<file path="src/rtl/regfile_sb.sv">
// -----------------------------------------------------------------------------
// regfile_sb
//   Operand register file with per-register busy scoreboard.
//   Two combinational read ports (A, B) feed the Ra/Rb operand latch; one
//   synchronous write-back port returns ALU results. A busy bit per register
//   marks an outstanding write. It blocks operand reads of that register
//   (rd_stall) and a second issue to the same destination (iss_stall).
//
//   Optional feature macro: REGFILE_SB_BYPASS_EN
//     defined   - write-back data is forwarded to the read ports in the
//                 write-back cycle, so a busy operand is consumed without stall.
//     undefined - read data always comes from the array. A busy operand stalls
//                 until the cycle after its write-back edge.
//
// Parameters
//   DW  data width of each register and data port
//   AW  address width; NREG = 2**AW registers
//
// Ports
//   clk        rising-edge clock
//   rst        asynchronous, active-high reset (array and scoreboard cleared)
//   ra_addr    read port A address
//   rb_addr    read port B address
//   rd_req     operand read request (operand latch load = rd_req & ~rd_stall)
//   a_data     port A read data, combinational
//   b_data     port B read data, combinational
//   rd_stall   read request blocked by a busy, unforwarded operand
//   iss_en     issue strobe: mark iss_addr busy
//   iss_addr   destination register of the issuing instruction
//   iss_stall  issue blocked: destination already busy and not cleared now
//   wr_en      write-back strobe
//   wr_addr    write-back address
//   wr_data    write-back data
//   busy_vec   registered scoreboard, bit i = register i pending
// -----------------------------------------------------------------------------
module regfile_sb #(
  parameter int DW = 16,
  parameter int AW = 3
) (
  input  logic                clk,
  input  logic                rst,
  input  logic [AW-1:0]       ra_addr,
  input  logic [AW-1:0]       rb_addr,
  input  logic                rd_req,
  output logic [DW-1:0]       a_data,
  output logic [DW-1:0]       b_data,
  output logic                rd_stall,
  input  logic                iss_en,
  input  logic [AW-1:0]       iss_addr,
  output logic                iss_stall,
  input  logic                wr_en,
  input  logic [AW-1:0]       wr_addr,
  input  logic [DW-1:0]       wr_data,
  output logic [(1<<AW)-1:0]  busy_vec
);

  localparam int NREG = 1 << AW;

  // ---------------------------------------------------------------------------
  // State
  // ---------------------------------------------------------------------------
  logic [DW-1:0]   r_mem [NREG];
  logic [NREG-1:0] r_busy;

  // ---------------------------------------------------------------------------
  // Combinational signals
  // ---------------------------------------------------------------------------
  logic            w_wr_live;     // write-back strobe, suppressed during reset
  logic            w_wr_hits_iss; // write-back clears the issuing destination now
  logic            w_iss_stall;
  logic            w_iss_go;      // issue accepted this cycle
  logic            w_hit_a;
  logic            w_hit_b;
  logic            w_fwd_a;
  logic            w_fwd_b;
  logic [NREG-1:0] w_busy_nxt;

  assign w_wr_live     = wr_en & ~rst;
  assign w_wr_hits_iss = w_wr_live & (wr_addr == iss_addr);

  // An issue to a busy destination waits unless that register's write-back
  // lands in this same cycle; then the new producer takes ownership.
  assign w_iss_stall = iss_en & ~rst & r_busy[iss_addr] & ~w_wr_hits_iss;
  assign w_iss_go    = iss_en & ~rst & ~w_iss_stall;

  assign w_hit_a = r_busy[ra_addr];
  assign w_hit_b = r_busy[rb_addr];

`ifdef REGFILE_SB_BYPASS_EN
  assign w_fwd_a = w_wr_live & (wr_addr == ra_addr);
  assign w_fwd_b = w_wr_live & (wr_addr == rb_addr);
`else
  assign w_fwd_a = 1'b0;
  assign w_fwd_b = 1'b0;
`endif

  // ---------------------------------------------------------------------------
  // Read ports
  // ---------------------------------------------------------------------------
  always_comb begin
    a_data = r_mem[ra_addr];
    b_data = r_mem[rb_addr];
    if (w_fwd_a) a_data = wr_data;
    if (w_fwd_b) b_data = wr_data;
  end

  assign rd_stall  = rd_req & ~rst & ((w_hit_a & ~w_fwd_a) | (w_hit_b & ~w_fwd_b));
  assign iss_stall = w_iss_stall;
  assign busy_vec  = r_busy;

  // ---------------------------------------------------------------------------
  // Scoreboard next state: clear first, then set, so set wins on a collision.
  // ---------------------------------------------------------------------------
  always_comb begin
    w_busy_nxt = r_busy;
    if (w_wr_live) w_busy_nxt[wr_addr]  = 1'b0;
    if (w_iss_go)  w_busy_nxt[iss_addr] = 1'b1;
  end

  always_ff @(posedge clk or posedge rst) begin
    if (rst) r_busy <= '0;
    else     r_busy <= w_busy_nxt;
  end

  // ---------------------------------------------------------------------------
  // Register array
  // ---------------------------------------------------------------------------
  always_ff @(posedge clk or posedge rst) begin
    if (rst) begin
      for (int unsigned i = 0; i < NREG; i++) r_mem[i] <= '0;
    end else if (wr_en) begin
      r_mem[wr_addr] <= wr_data;
    end
  end

endmodule

</file>
<file path="config.mk">
export PLATFORM = sky130hd
export DESIGN_NAME = regfile_sb
export DESIGN_NICKNAME = d
export VERILOG_FILES = /design/src/rtl/regfile_sb.sv
export SDC_FILE = /design/constraint.sdc
export NUM_CORES = 1
export LEC_CHECK = 0
export ABC_AREA = 1
export CAP_MARGIN = 30
export CORE_MARGIN = 2
export CORE_UTILIZATION = 42
export DETAILED_ROUTE_END_ITERATION = 16
export HOLD_SLACK_MARGIN = 0.05
export SYNTH_ARGS = -nofsm -noshare
export SYNTH_HDL_FRONTEND = slang
export SYNTH_SLANG_ARGS = --single-unit
export TNS_END_PERCENT = 50
</file>
<file path="constraint.sdc">
create_clock -name clk -period 4.6 [get_ports clk]
set_input_delay 0.46 -clock clk [delete_from_list [all_inputs] [get_ports clk]]
set_output_delay 0.46 -clock clk [all_outputs]
set_load 0.01 [all_outputs]
</file>
* Word level (Yosys, flattened, before mapping) *
Cells that the tools add are included.

word-level totals
  logic and storage cells = 62
  output and inout port bits = 42
  input bits = 33
  register bits = 136

cells by class
  mux-type cells = 21
  equal/unequal tests = 1
  reduce and logical (&&, ||, !) cells = 3
  order comparisons = 10
  bitwise gates (word level) = 18

operators with widths
  cell                number
  $bwmux 128          1
  $bmux 16 s3         2
  $mux 16             5
  $demux 16 s3        1
  $lt 3x4->1 const B  4
  $mux 8              2
  $ge 4x4->1 const B  3
  $not 3->4           3
  $bmux 1 s3          3
  $and 1x1->1         8
  $and 8x8->8         1
  $not 8->8           1
  $or 8x8->8          1
  $demux 1 s3         2
  $ge 3x1->1 const B  2
  $mux 1              5
  $lt 4x1->1 const B  1
  $eq 3x3->1          1
  $logic_and 1x1->1   3
  $not 1->1           3
  $or 1x1->1          1

* Depth between registers and ports, before layout *
Gate-level depths: netlist of the first run.

  depth after elaboration = 9
  gate-level depth with buffers = 10
  depth with buffers taken out = 10

* Worst setup path before layout of the first run *
OpenSTA, ideal clock, no wires.

  path kind = input-to-output
  from = in rst
  to = out iss_stall
  stages on the path = 6
  arrival time = 4.379 ns
  required time = 4.140 ns
  path buffers = 0
  path slack = -0.239 ns
  path through = inv_1 -> nand2_1 -> nor2_1 -> a21oi_1 -> nand2_2 -> inv_1

between the ends
  cells in the longest elaborated chain, start to end = 5
  elaborated cells between the ends (all ways) = 7
  those cells by class = 7 x bitwise

ends and longest elaborated chain
  element          RTL line  RTL
  start, declared  41        input logic rst,
  $not 1->1 (*)    78, 83
  $and 1x1->1      78        assign w_wr_live = wr_en & ~rst;
  $and 1x1->1      79        assign w_wr_hits_iss = w_wr_live & (wr_addr == iss_addr);
  $not 1->1        83        assign w_iss_stall = iss_en & ~rst & r_busy[iss_addr] & ~w_wr_hits_iss;
  $and 1x1->1 (*)  83
  end, declared    50        output logic iss_stall,

Mark *: on every way between the ends. The rest lies on a longest branch, timed or not.

* Worst setup path in the final report of the first run *
  from = in wr_en
  to = out iss_stall

between the ends
  cells in the longest elaborated chain, start to end = 4

ends and longest elaborated chain
  element          RTL line  RTL
  start, declared  51        input logic wr_en,
  $and 1x1->1      78
  $and 1x1->1      79
  $not 1->1        83
  $and 1x1->1      83

Every way passes these cells.

==> results of run 1 <==
[worst max-delay path by stage]
stage	startpoint	end
after CTS	wr_en	iss_stall
final	wr_en	iss_stall
after floorplan	rst	iss_stall
after detailed placement	wr_en	iss_stall
after global routing	rb_addr[0]	b_data[15]
after global placement	wr_addr[0]	iss_stall
[cell usage after synthesis, drive strengths merged]
library cell / instances
nor3: 8
nand2: 286
clkinv: 3
o21ai: 327
buf: 56
nand3: 28
dfrtp: 136
clkbuf: 21
nand4: 2
inv: 62
nor2: 76
a21oi: 65
[per-layer routing]
layer | track usage, % | wire length [um]
met4 | 8.89 | 519
met1 | 36.3 | 11200
met5 | 0 | 0
met3 | 3.25 | 1140
met2 | 39.3 | 11400
[through the flow]
stage                     hold slack (ns)  power [uW]  area, um^2  setup WS [ns]
after floorplan                     0.453        2140        7830          0.769
after global placement              0.467        2460        8520           1.58
after detailed placement            0.473        2470        8520           1.54
after CTS                           0.489        3970        9160           1.53
after global routing                0.511        4160        9160           1.37
final                               0.486        3940        9160           1.50
[flip-flops by register name (all words and copies together) (netlist names)]
name / cells
r_mem: 128
busy_vec: 8
[area by class of cell]
class	count	area [um^2]	share of cell area [%]
timing repair buffer	93	863	9.42
inverter	65	250	2.73
clock buffer	20	467	5.09
clock inverter	12	173	1.88
sequential	136	3400	37.2
multi-input combinational	792	3720	40.6
tap	229	287	3.13
[cells by family (layout without fill, tap and decap cells)]
logic type,after synthesis,after routing,synth area share (%)
AO/OA/AOI/OAI,392,392,26.5
flip-flops,136,136,43.5
buffers and inverters,142,190,9.02
AND/OR/NAND/NOR,400,400,21.0
[worst max-delay path: stages]
cell and delay, ns:
sky130_fd_sc_hd__clkdlybuf4s50_1 0.77, sky130_fd_sc_hd__nand2_1 0.36, sky130_fd_sc_hd__nor2_1 0.09, sky130_fd_sc_hd__a21oi_1 0.20, sky130_fd_sc_hd__nand2_2 0.15, sky130_fd_sc_hd__inv_1 0.08
sky130_fd_sc_hd__clkdlybuf4s50_1 0.53
[power groups by stage]
stage / clock network, uW / registers, uW / logic [uW]
2_1_floorplan: 0 / 1570 / 566
3_3_place_gp: 0 / 1610 / 847
3_5_place_dp: 0 / 1610 / 861
4_1_cts: 1510 / 1590 / 864
5_1_grt: 1560 / 1630 / 976
6_report: 1480 / 1600 / 861
==> run summary, run 1 <==
In this run the worst hold path is classified as reg -> reg. For this run, the share of the core covered by cells in the final layout is 50.5%. The internal portion of the total power is 2740 uW. The worst path uses 67.4% of the clock period.

For this design the static power due to leakage is 0.00417 uW. The data arrival time of the critical path is 2.64 ns. Summed over all layers, the routed wires come to 24,200 um.

The leading area contributor after synthesis was sky130_fd_sc_hd__dfrtp_1. Counting the fill cells in the layout gives 1,812. The number of nets handed over by synthesis was 1,103. The number of cells on the worst hold path works out to 2.

After detailed routing, the number of remaining DRC violations is 0. For the post-layout net count, the log shows 1,138. The floorplan step defined a die boundary enclosing 19,700 um^2. The via count of the first global-routing pass is 6,709, and the first-pass GRT wire length is 38,500 um. The tools report the detailed-router iteration count before antenna repair as 5. The run gives 1,347 as the number of cells in the finished layout apart from fillers. For the worst-skew pair, the clock arrives at the later sink with an insertion delay of 0.42 ns. The length in cells of the worst reg-to-reg path came out at 9. The final sum of negative setup slack was 0 ns; the number of buffers inserted by hold repair at cts was 0. The run gives 0 as the number of failing hold endpoints at the final stage. The die height was 141 um. For the number of vias after detailed routing, the log shows 7,282. The number of storage elements in the synthesis netlist was 136; the share of power burned in combinational logic was 21.9%.

IR analysis of the VDD net gives a maximum drop of 0.245 mV. The worst setup path category was in -> out. Time the final worst path needs with I/O delays and setup: 3.10 ns. In this run the worst path has a maximum fanout of 11. Gates resized during post-CTS repair numbered 0. The flow ran to the end, and the final reports show no timing, DRC or antenna violations.

The instance count of the mapped netlist was 1,070. TritonCTS built the clock tree. The tools report the endpoint kind of the worst setup timing path as a primary output. The floorplan has 49 rows. The post-route netlist has 8.94% of its cells at a drive strength greater than 1.

The area overhead of the layout relative to synthesis was 17.0%; the buffers inserted during post-CTS setup optimization was 0. The run gives 0 as the setup-violating endpoint count in the final report. The remaining global-route overflow came out at 0. The cell area power density is 430 nW/um^2, and the initial core utilization is 43.1%.

The number of unique standard cell types used by synthesis is 23. Startpoint type of the worst setup path: an input pin. The tools report the reg-to-reg endpoint as busy_vec[3]. The library cells used most frequently in the layout, excluding fill and tap cells, are sky130_fd_sc_hd__nand2_1 (283), sky130_fd_sc_hd__o21ai_0 (221), sky130_fd_sc_hd__dfrtp_1 (136), sky130_fd_sc_hd__o21ai_1 (77), sky130_fd_sc_hd__nor2_1 (74). Including well taps, the total number of placed cells is 1,315. The floorplan die width was 141 um. Max-cap violations in this run came to 0. The startpoint of the worst register-to-register path is busy_vec[2]. Setup repair after global routing left no endpoint under its margin. For this design the total switching power over the nets is 1200 uW. The switching portion of total power works out to 30.5%. The total area inside the core boundary comes to 18,100 um^2. The run gives 0 as the count of yosys warnings during synthesis. The logs give 17 for the clock buffer count from CTS and 2 for the number of buffers on the longest clock path.

Across every metal layer, demand over resource in global routing totals 25.2%. The first routing iteration left 674 violations. In the post-synthesis netlist, the biggest area contributors are sky130_fd_sc_hd__dfrtp_1 (43%), sky130_fd_sc_hd__o21ai_0 (14%), sky130_fd_sc_hd__nand2_1 (14%).

For this design the top-level I/O count stands at 75. In the final routed layout, each cell accounts on average for 18.0 um. For the pin with the worst max-slew slack, the measured transition is 0.888 ns. The count of nets left with antenna violations once routing finished came out at 0.

At the end of routability-driven placement, the weighted congestion stood at 0.912. CTS built an H-tree with a depth of 4. Of the synthesized area, sequential elements account for 43.5%. The number of antenna violations at the first check in global routing is 0.

Entering global routing, the biggest net connects 68 pins. The worst register-to-register path has a setup slack of 3.30 ns. End point of the worst hold path: r_mem[96]. The tools report the total half-perimeter wirelength after legalization and detailed placement as 14,500 um.

CTS saw 136 sinks. The logs give 0 for the final count of pins violating max slew and 7830 um^2 for the area of the mapped netlist. The worst hold path begins at r_mem[96]. The run gives 37.5% as the clock power share. After clock tree synthesis, the clock-pin slew on the worst setup and hold paths is 0.06 ns.

Detailed-route vias per instance: 5.41. The number of antenna diodes in the final layout is 0. The library cell used most frequently in the layout, excluding fill and tap cells, is sky130_fd_sc_hd__nand2_1. The count of buffers inserted at the top-level ports was 74; the worst clock skew was 0.00301 ns. STA puts the critical path data required time at 4.14 ns. Headroom to the max-slew limit came out at 40.6%. Derived from the worst setup path, the maximum achievable clock frequency is 323 MHz. Sequential cells burn 40.6% of the power. Averaged over all synthesized cells, the footprint is 7.31 um^2.

The share of the synthesized area in the top cell type is 43.5%. The tree is rooted in a sky130_fd_sc_hd__clkbuf_16.
(Power assumes the default switching activity.)
==> run 2, diff against run 1 <==
==> constraint.sdc (replaced) <==
create_clock -name clk -period 3.1 [get_ports clk]
set_input_delay 0.31 -clock clk [delete_from_list [all_inputs] [get_ports clk]]
set_output_delay 0.31 -clock clk [all_outputs]
set_load 0.01 [all_outputs]
==> run 2 against run 1 <==
Effect of this change:
- sequential power increased by 48%
- power increased by 48%
- die area stayed put
- design area up 0.90%
- clock power is 46% higher
- critical path type unchanged
- combinational power up 51%
- first-iteration DRC count shrank 11%
- count of clock-buffer cells in the layout stayed put
- worst setup slack got worse by 1.0 ns
==> run summary, run 2 (synthesis gave the netlist of run 1 again) <==
The startpoint type of the worst setup path is an input pin. The proportion of layout cells with a drive suffix above 1 came out at 9.26% (+0.32 points). Subtracting the final worst setup slack from the clock period gives 2.63 ns.

Headroom to the max-slew limit: 46.1% (+5.5 points). Timing would allow up to 380 MHz. The required time at the endpoint of the critical path is 2.79 ns (-1.35 ns). The number of clock sinks is 136 (unchanged), and the data arrival time of the critical path is 2.32 ns (-0.32 ns). The master cell of the clock root buffer is sky130_fd_sc_hd__clkbuf_16.

Transition at the pin with the smallest max-transition slack: 0.805 ns (-0.0824 ns). The area overhead of the layout relative to synthesis was 18.1%; the post-layout net count was 1,143 (+0.44%). The run gives 39,400 um (+2.1%) as the first-pass GRT wire length.

The post-cts sizing count came out at 0 (unchanged). The cell area power density works out to 631 nW/um^2 (+47%). The tools report the count of antenna-violating nets left after detailed routing as 0 (unchanged). For the maximum level of the CTS H-tree, the log shows 4 (unchanged). The wire length per cell after detailed routing was 18.1 um (+0.67%). For the number of vias after detailed routing, the log shows 7,348 (+0.91%). The number of remaining DRC errors came out at 0 (unchanged).

The global-route usage over all layers is 25.6% (+0.38 points). The total I/O pin count was 75 (unchanged). The run finished with clean final reports. For the detailed-router iteration count before antenna repair, the log shows 5 (unchanged). The die height was 141 um (unchanged); the final worst-path setup slack was 0.468 ns (-1.03 ns). The register area was 3400 um^2 (unchanged).

Count of buffers inserted at the top-level ports: 74 (unchanged). The number of flip-flops in the largest register works out to 128 (unchanged). Final period utilization: 84.9%.

The tools report the number of failing hold endpoints at the final stage as 0 (unchanged). The final sum of negative setup slack was 0 ns (unchanged); the detailed-route vias per instance was 5.43 (+0.53%). The clock transition at the registers of the reported paths was 0.06 ns (about the same).

For the number of design-rule violations left by the first detailed-router iteration, the log shows 600 (-11%). The clock buffer count from CTS is 17 (unchanged), and the cell leakage power is 0.00422 uW (+1.0%). Placement-stage worst setup slack: 0.499 ns (-1.04 ns). The total wire length is 24,500 um (+1.0%).

Worst-case register-to-register setup slack: 1.77 ns (-1.53 ns). The worst setup path is of the in -> out kind. TritonCTS built the clock tree. The remaining global-route overflow is 0 (unchanged), and the area of the multi-input gates is 3720 um^2 (unchanged). The buffers inserted during post-CTS setup optimization was 0 (unchanged). Tracing the worst setup path back leads to its startpoint at iss_addr[0].

The later-pin clock latency in the skew report was 0.42 ns (about the same). The number of antenna violations at the first check in global routing was 0 (unchanged). Setup repair after global routing left no endpoint under its margin.

The logs give 43.1% (unchanged) for the initial core utilization and 1,786 (-1.4%) for the number of filler cells placed in the layout. Peak ir drop on the vdd network: 0.327 mV (+33%). The register with the highest flop count is r_mem.

The number of inserted diodes came out at 0 (unchanged). The most common cell after layout, fill and taps aside is sky130_fd_sc_hd__nand2_1. The worst clock skew was 0.00536 ns (+0.00235 ns); the via count of the first global-routing pass was 6,998 (+4.3%).

The die area is 19,700 um^2 (unchanged). The floorplan row count came out at 49 (unchanged). The tools report the max capacitance violation total as 0 (unchanged). Global placement routability congestion: 0.895 (-1.8%). Class of the tightest hold or removal check: in -> async. The placeable core area came out at 18,100 um^2 (unchanged). The number of buffers inserted by hold repair at cts was 0 (unchanged). The logs give 101 (+49%) for the maximum number of pins on one net before global-route repair and 15,000 um (+3.4%) for the total half-perimeter wirelength after legalization and detailed placement. The worst register-to-register path begins at busy_vec[5]. The number of buffers on the longest clock path is 2 (unchanged). The tools report the final count of pins violating max slew as 0 (unchanged). The run gives 0 (unchanged) as the setup-violating endpoint count in the final report. STA classifies the critical path endpoint as a primary output. Maximum fanout encountered on the critical timing path: 11 (unchanged). The library cells used most frequently in the layout, excluding fill and tap cells, are sky130_fd_sc_hd__nand2_1 (283), sky130_fd_sc_hd__o21ai_0 (221), sky130_fd_sc_hd__dfrtp_1 (136), sky130_fd_sc_hd__o21ai_1 (77), sky130_fd_sc_hd__nor2_1 (74). The floorplan die width is 141 um (unchanged).
==> run 2: cell types whose count changed in the layout (fill, tap and decap cells not counted) <==
cell / change
sky130_fd_sc_hd__buf_12: +5
sky130_fd_sc_hd__inv_1: -1
sky130_fd_sc_hd__inv_2: +1
sky130_fd_sc_hd__clkinvlp_4: -2
sky130_fd_sc_hd__clkbuf_8: -2
sky130_fd_sc_hd__clkbuf_1: +2
sky130_fd_sc_hd__clkinv_4: +2
==> run 2: worst max-delay path, stage by stage <==
cell and delay, ns:
sky130_fd_sc_hd__clkdlybuf4s50_1 0.60, sky130_fd_sc_hd__inv_1 0.30, sky130_fd_sc_hd__nand2_1 0.09, sky130_fd_sc_hd__nand2_1 0.07, sky130_fd_sc_hd__nand2_1 0.05, sky130_fd_sc_hd__nand2_1 0.07
sky130_fd_sc_hd__nand2_1 0.05, sky130_fd_sc_hd__nand2_1 0.07, sky130_fd_sc_hd__nand2_2 0.12, sky130_fd_sc_hd__inv_2 0.07, sky130_fd_sc_hd__clkdlybuf4s50_1 0.52
==> run 2: layer usage <==
metal | routed length (um) | up-vias | global-route usage, %
li1 | - | 3643 | -
met1 | 11200 | 3460 | 35.8
met2 | 11800 | 223 | 41.4
met3 | 1210 | 22 | 4.17
met4 | 319 | 0 | 6.89
met5 | 0 | - | 0
==> run 2: worst paths after layout <==
path | cells after the start | end
worst max-delay path | 11 | iss_stall
max in group asynchronous | 4 | r_mem[67]
worst min register to register | 2 | r_mem[100]
min in group clk | 2 | r_mem[100]
worst max register to register | 9 | busy_vec[5]
worst min-delay path | 3 | r_mem[79]
==> run 2: stage by stage <==
| stage | instances | hold WS (ns) | total power (uW) | cell area (um^2) | utilization [%] |
|---|---|---|---|---|---|
| after CTS | 1352 | 0.395 | 5850 | 9240 | 50.9 |
| after global routing | 1352 | 0.448 | 6140 | 9240 | 50.9 |
| after global placement | 1320 | 0.469 | 3660 | 8620 | 47.5 |
| after floorplan | 1070 | 0.453 | 3170 | 7830 | - |
| final | 1352 | 0.392 | 5830 | 9240 | 50.9 |
| after detailed placement | 1320 | 0.473 | 3680 | 8620 | 47.5 |
==> run 2: report_power, final <==
group          internal (uW)  leakage [uW]  switching, uW  total, uW
Combinational            554       0.00221            744       1300
Sequential              2110       0.00171            259       2370
Clock                   1360      0.000296            793       2160
==> run 2: cell type report <==
class	count	area share, %
Timing Repair Buffer	98	10.4
Clock inverter	12	1.90
Sequential cell	136	36.8
Inverter	65	2.71
Tap cell	229	3.10
Multi-Input combinational cell	792	40.2
Clock buffer	20	4.83
==> run 3, diff against run 2 <==
==> constraint.sdc (replaced) <==
create_clock -name clk -period 2.6 [get_ports clk]
set_input_delay 0.26 -clock clk [delete_from_list [all_inputs] [get_ports clk]]
set_output_delay 0.26 -clock clk [all_outputs]
set_load 0.01 [all_outputs]
==> run 3 against run 2 <==
Effect of this change:
- critical endpoint unchanged
- worst setup slack lost 0.27 ns
- sequential cell count unchanged
- routed wire length decreased by 1.7%
- global-route usage is 0.49 points lower
- hold slack better by 0.069 ns
- register-to-register slack worse by 0.45 ns
- final cell count rose by 0.30%
- sequential share of layout area fell by 0.13 points
- largest cell class unchanged
==> run summary, run 3 (synthesis gave the netlist of run 1 again) <==
The maximum number of pins on one net before global-route repair was 139 (+38%). The worst clock skew is 0.00317 ns (-0.00219 ns), and the required time at the endpoint of the critical path is 2.34 ns (-0.45 ns). Counting I/O delays and the setup requirement, the final critical path takes 2.40 ns.

The number of placed instances with taps included was 1,325 (+0.38%). Later-pin clock latency in the skew report: 0.42 ns (about the same). Total half-perimeter wirelength after legalization and detailed placement: 14,700 um (-2.5%).

The die height is 141 um (unchanged), and the area overhead of the layout relative to synthesis is 18.5%. The run gives 136 (unchanged) as the number of clock sinks. The tools report the area of the multi-input gates as 3720 um^2 (unchanged).

The flow ran to the end, and the final reports show no timing, DRC or antenna violations. The proportion of layout cells with a drive suffix above 1 came out at 9.49% (+0.23 points). The number of flip-flops in the largest register was 128 (unchanged); the max capacitance violation total was 0 (unchanged). The floorplan die width is 141 um (unchanged). For the cell leakage power, the log shows 0.00424 uW (+0.50%). The post-layout net count came out at 1,148 (+0.44%). The number of filler cells placed in the layout is 1,825 (+2.2%), and the sum of internal, switching and leakage power is 6600 uW (+13%). Derived from the worst setup path, the maximum achievable clock frequency is 416 MHz.

The total I/O pin count was 75 (unchanged). The number of antenna violations at the first check in global routing was 0 (unchanged). The register with the highest flop count is r_mem. For the placeable core area, the log shows 18,100 um^2 (unchanged).

For the number of buffers inserted by hold repair at cts, the log shows 0 (unchanged). The register area is 3400 um^2 (unchanged). The run gives 0 (unchanged) as the number of inserted diodes. Via count of the first global-routing pass: 6,876 (-1.7%). In the layout the commonest cells are sky130_fd_sc_hd__nand2_1 (283), sky130_fd_sc_hd__o21ai_0 (221), sky130_fd_sc_hd__dfrtp_1 (136), sky130_fd_sc_hd__o21ai_1 (77), sky130_fd_sc_hd__nor2_1 (74). The detailed-router iteration count before antenna repair is 5 (unchanged).

The maximum fanout encountered on the critical timing path was 9 (-2); the number of buffers on the longest clock path was 2 (unchanged). The post-cts sizing count came out at 0 (unchanged). Clock buffer count from CTS: 17 (unchanged).

TritonCTS built the clock tree. For the global-route usage over all layers, the log shows 25.1% (-0.49 points). The library cell used most frequently in the layout, excluding fill and tap cells, is sky130_fd_sc_hd__nand2_1.

The tools report the peak ir drop on the vdd network as 0.591 mV (+81%). Cell area power density: 712 nW/um^2 (+13%). The global placement routability congestion was 0.920 (+2.7%); the number of design-rule violations left by the first detailed-router iteration was 598 (-0.33%). The count of buffers inserted at the top-level ports was 74 (unchanged); the remaining global-route overflow was 0 (unchanged). The run gives 8750 um^2 (+1.5%) as the post-place instance area. The final count of pins violating max slew is 0 (unchanged). The cell sitting at the root of the clock tree is a sky130_fd_sc_hd__clkbuf_16.

The floorplan row count came out at 49 (unchanged). The startpoint type of the worst setup path was an input pin. The logs give 2.14 ns (-0.18 ns) for the data arrival time of the critical path and 0 (unchanged) for the count of antenna-violating nets left after detailed routing. After layout, the worst path uses 92.4% of the clock period. The first-pass GRT wire length is 38,600 um (-2.0%). The headroom to the max-slew limit was 46.8% (+0.68 points); the wire length per cell after detailed routing was 17.7 um (-2.0%). The buffers inserted during post-CTS setup optimization came out at 0 (unchanged). The tools report the number of cells in the finished layout apart from fillers as 1,356 (+0.30%). The critical path is of the in -> out type. Number of failing hold endpoints at the final stage: 0 (unchanged). STA classifies the critical path endpoint as a primary output. The area of all placed cells without fillers was 9280 um^2 (+0.37%); the setup-violating endpoint count in the final report was 0 (unchanged). The logs give 24,100 um (-1.7%) for the total wire length and 43.1% (unchanged) for the initial core utilization. Setup repair after global routing left no endpoint under its margin.

The hold slack was 0.461 ns (+0.0694 ns); the clock transition at the registers of the reported paths was 0.06 ns (about the same). The number of vias after detailed routing was 7,373 (+0.34%); the number of remaining DRC errors was 0 (unchanged). The die area was 19,700 um^2 (unchanged). The maximum level of the CTS H-tree was 4 (unchanged).

The transition at the pin with the smallest max-transition slack was 0.798 ns (-0.00729 ns); the detailed-route vias per instance was 5.44 (about the same). The worst hold path belongs to the class in -> async.
==> run 3: changes by cell type in the layout (fill, tap and decap cells not counted), moves of 2 or more <==
| cell | previous run | this run |
|---|---|---|
| sky130_fd_sc_hd__clkinv_4 | 2 | 0 |
| sky130_fd_sc_hd__bufinv_16 | 4 | 1 |
| sky130_fd_sc_hd__clkinv_2 | 3 | 7 |
| sky130_fd_sc_hd__buf_12 | 5 | 12 |
| sky130_fd_sc_hd__buf_4 | 19 | 17 |
==> run 3: layout make-up <==
| type | instances | share of cell area, % |
|---|---|---|
| multi-input combinational | 792 | 40.1 |
| clock buffer | 21 | 4.86 |
| tap | 229 | 3.09 |
| sequential | 136 | 36.7 |
| timing repair buffer | 103 | 11.7 |
| clock inverter | 10 | 0.863 |
| inverter | 65 | 2.70 |
==> run 3: through the flow <==
stage                     worst slack (ns)  TNS [ns]  utilization [%]
after CTS                            0.223         0             51.1
after global placement               0.240         0             48.2
final                                0.199         0             51.1
after global routing                0.0686         0             51.1
after floorplan                     -0.805     -6.45                -
after detailed placement             0.234         0             48.2
==> run 3: worst paths after layout <==
check	from	end	slack (ns)	depth (start not counted)
worst max-delay path	rst	iss_stall	0.20	8
worst min-delay path	rst	r_mem[78]	0.46	3
worst max register to register	busy_vec[3]	busy_vec[2]	1.32	9
worst min register to register	r_mem[97]	r_mem[97]	0.48	2
max in group asynchronous	rst	r_mem[3]	1.51	3
min in group clk	r_mem[97]	r_mem[97]	0.48	2
==> run 3: critical path, stage by stage <==
cell and delay, ns:
sky130_fd_sc_hd__clkdlybuf4s50_1 0.54, sky130_fd_sc_hd__clkinvlp_4 0.15, sky130_fd_sc_hd__nand2_1 0.20, sky130_fd_sc_hd__nor2_1 0.07, sky130_fd_sc_hd__a21oi_1 0.17, sky130_fd_sc_hd__nand2_2 0.14, sky130_fd_sc_hd__inv_2 0.08, sky130_fd_sc_hd__clkdlybuf4s50_1 0.53
==> run 3: layer usage <==
layer | vias up | global-route usage, % | wire length, um
li1 | 3642 | - | -
met1 | 3487 | 35.8 | 11200
met2 | 215 | 39.9 | 11300
met3 | 29 | 4.38 | 1150
met4 | 0 | 6.26 | 397
met5 | - | 0 | 0
==> run 3: report_power, final <==
group | internal [uW] | switching, uW
logic | 679 | 883
registers | 2520 | 310
clock network | 1320 | 888
total | 4520 | 2080
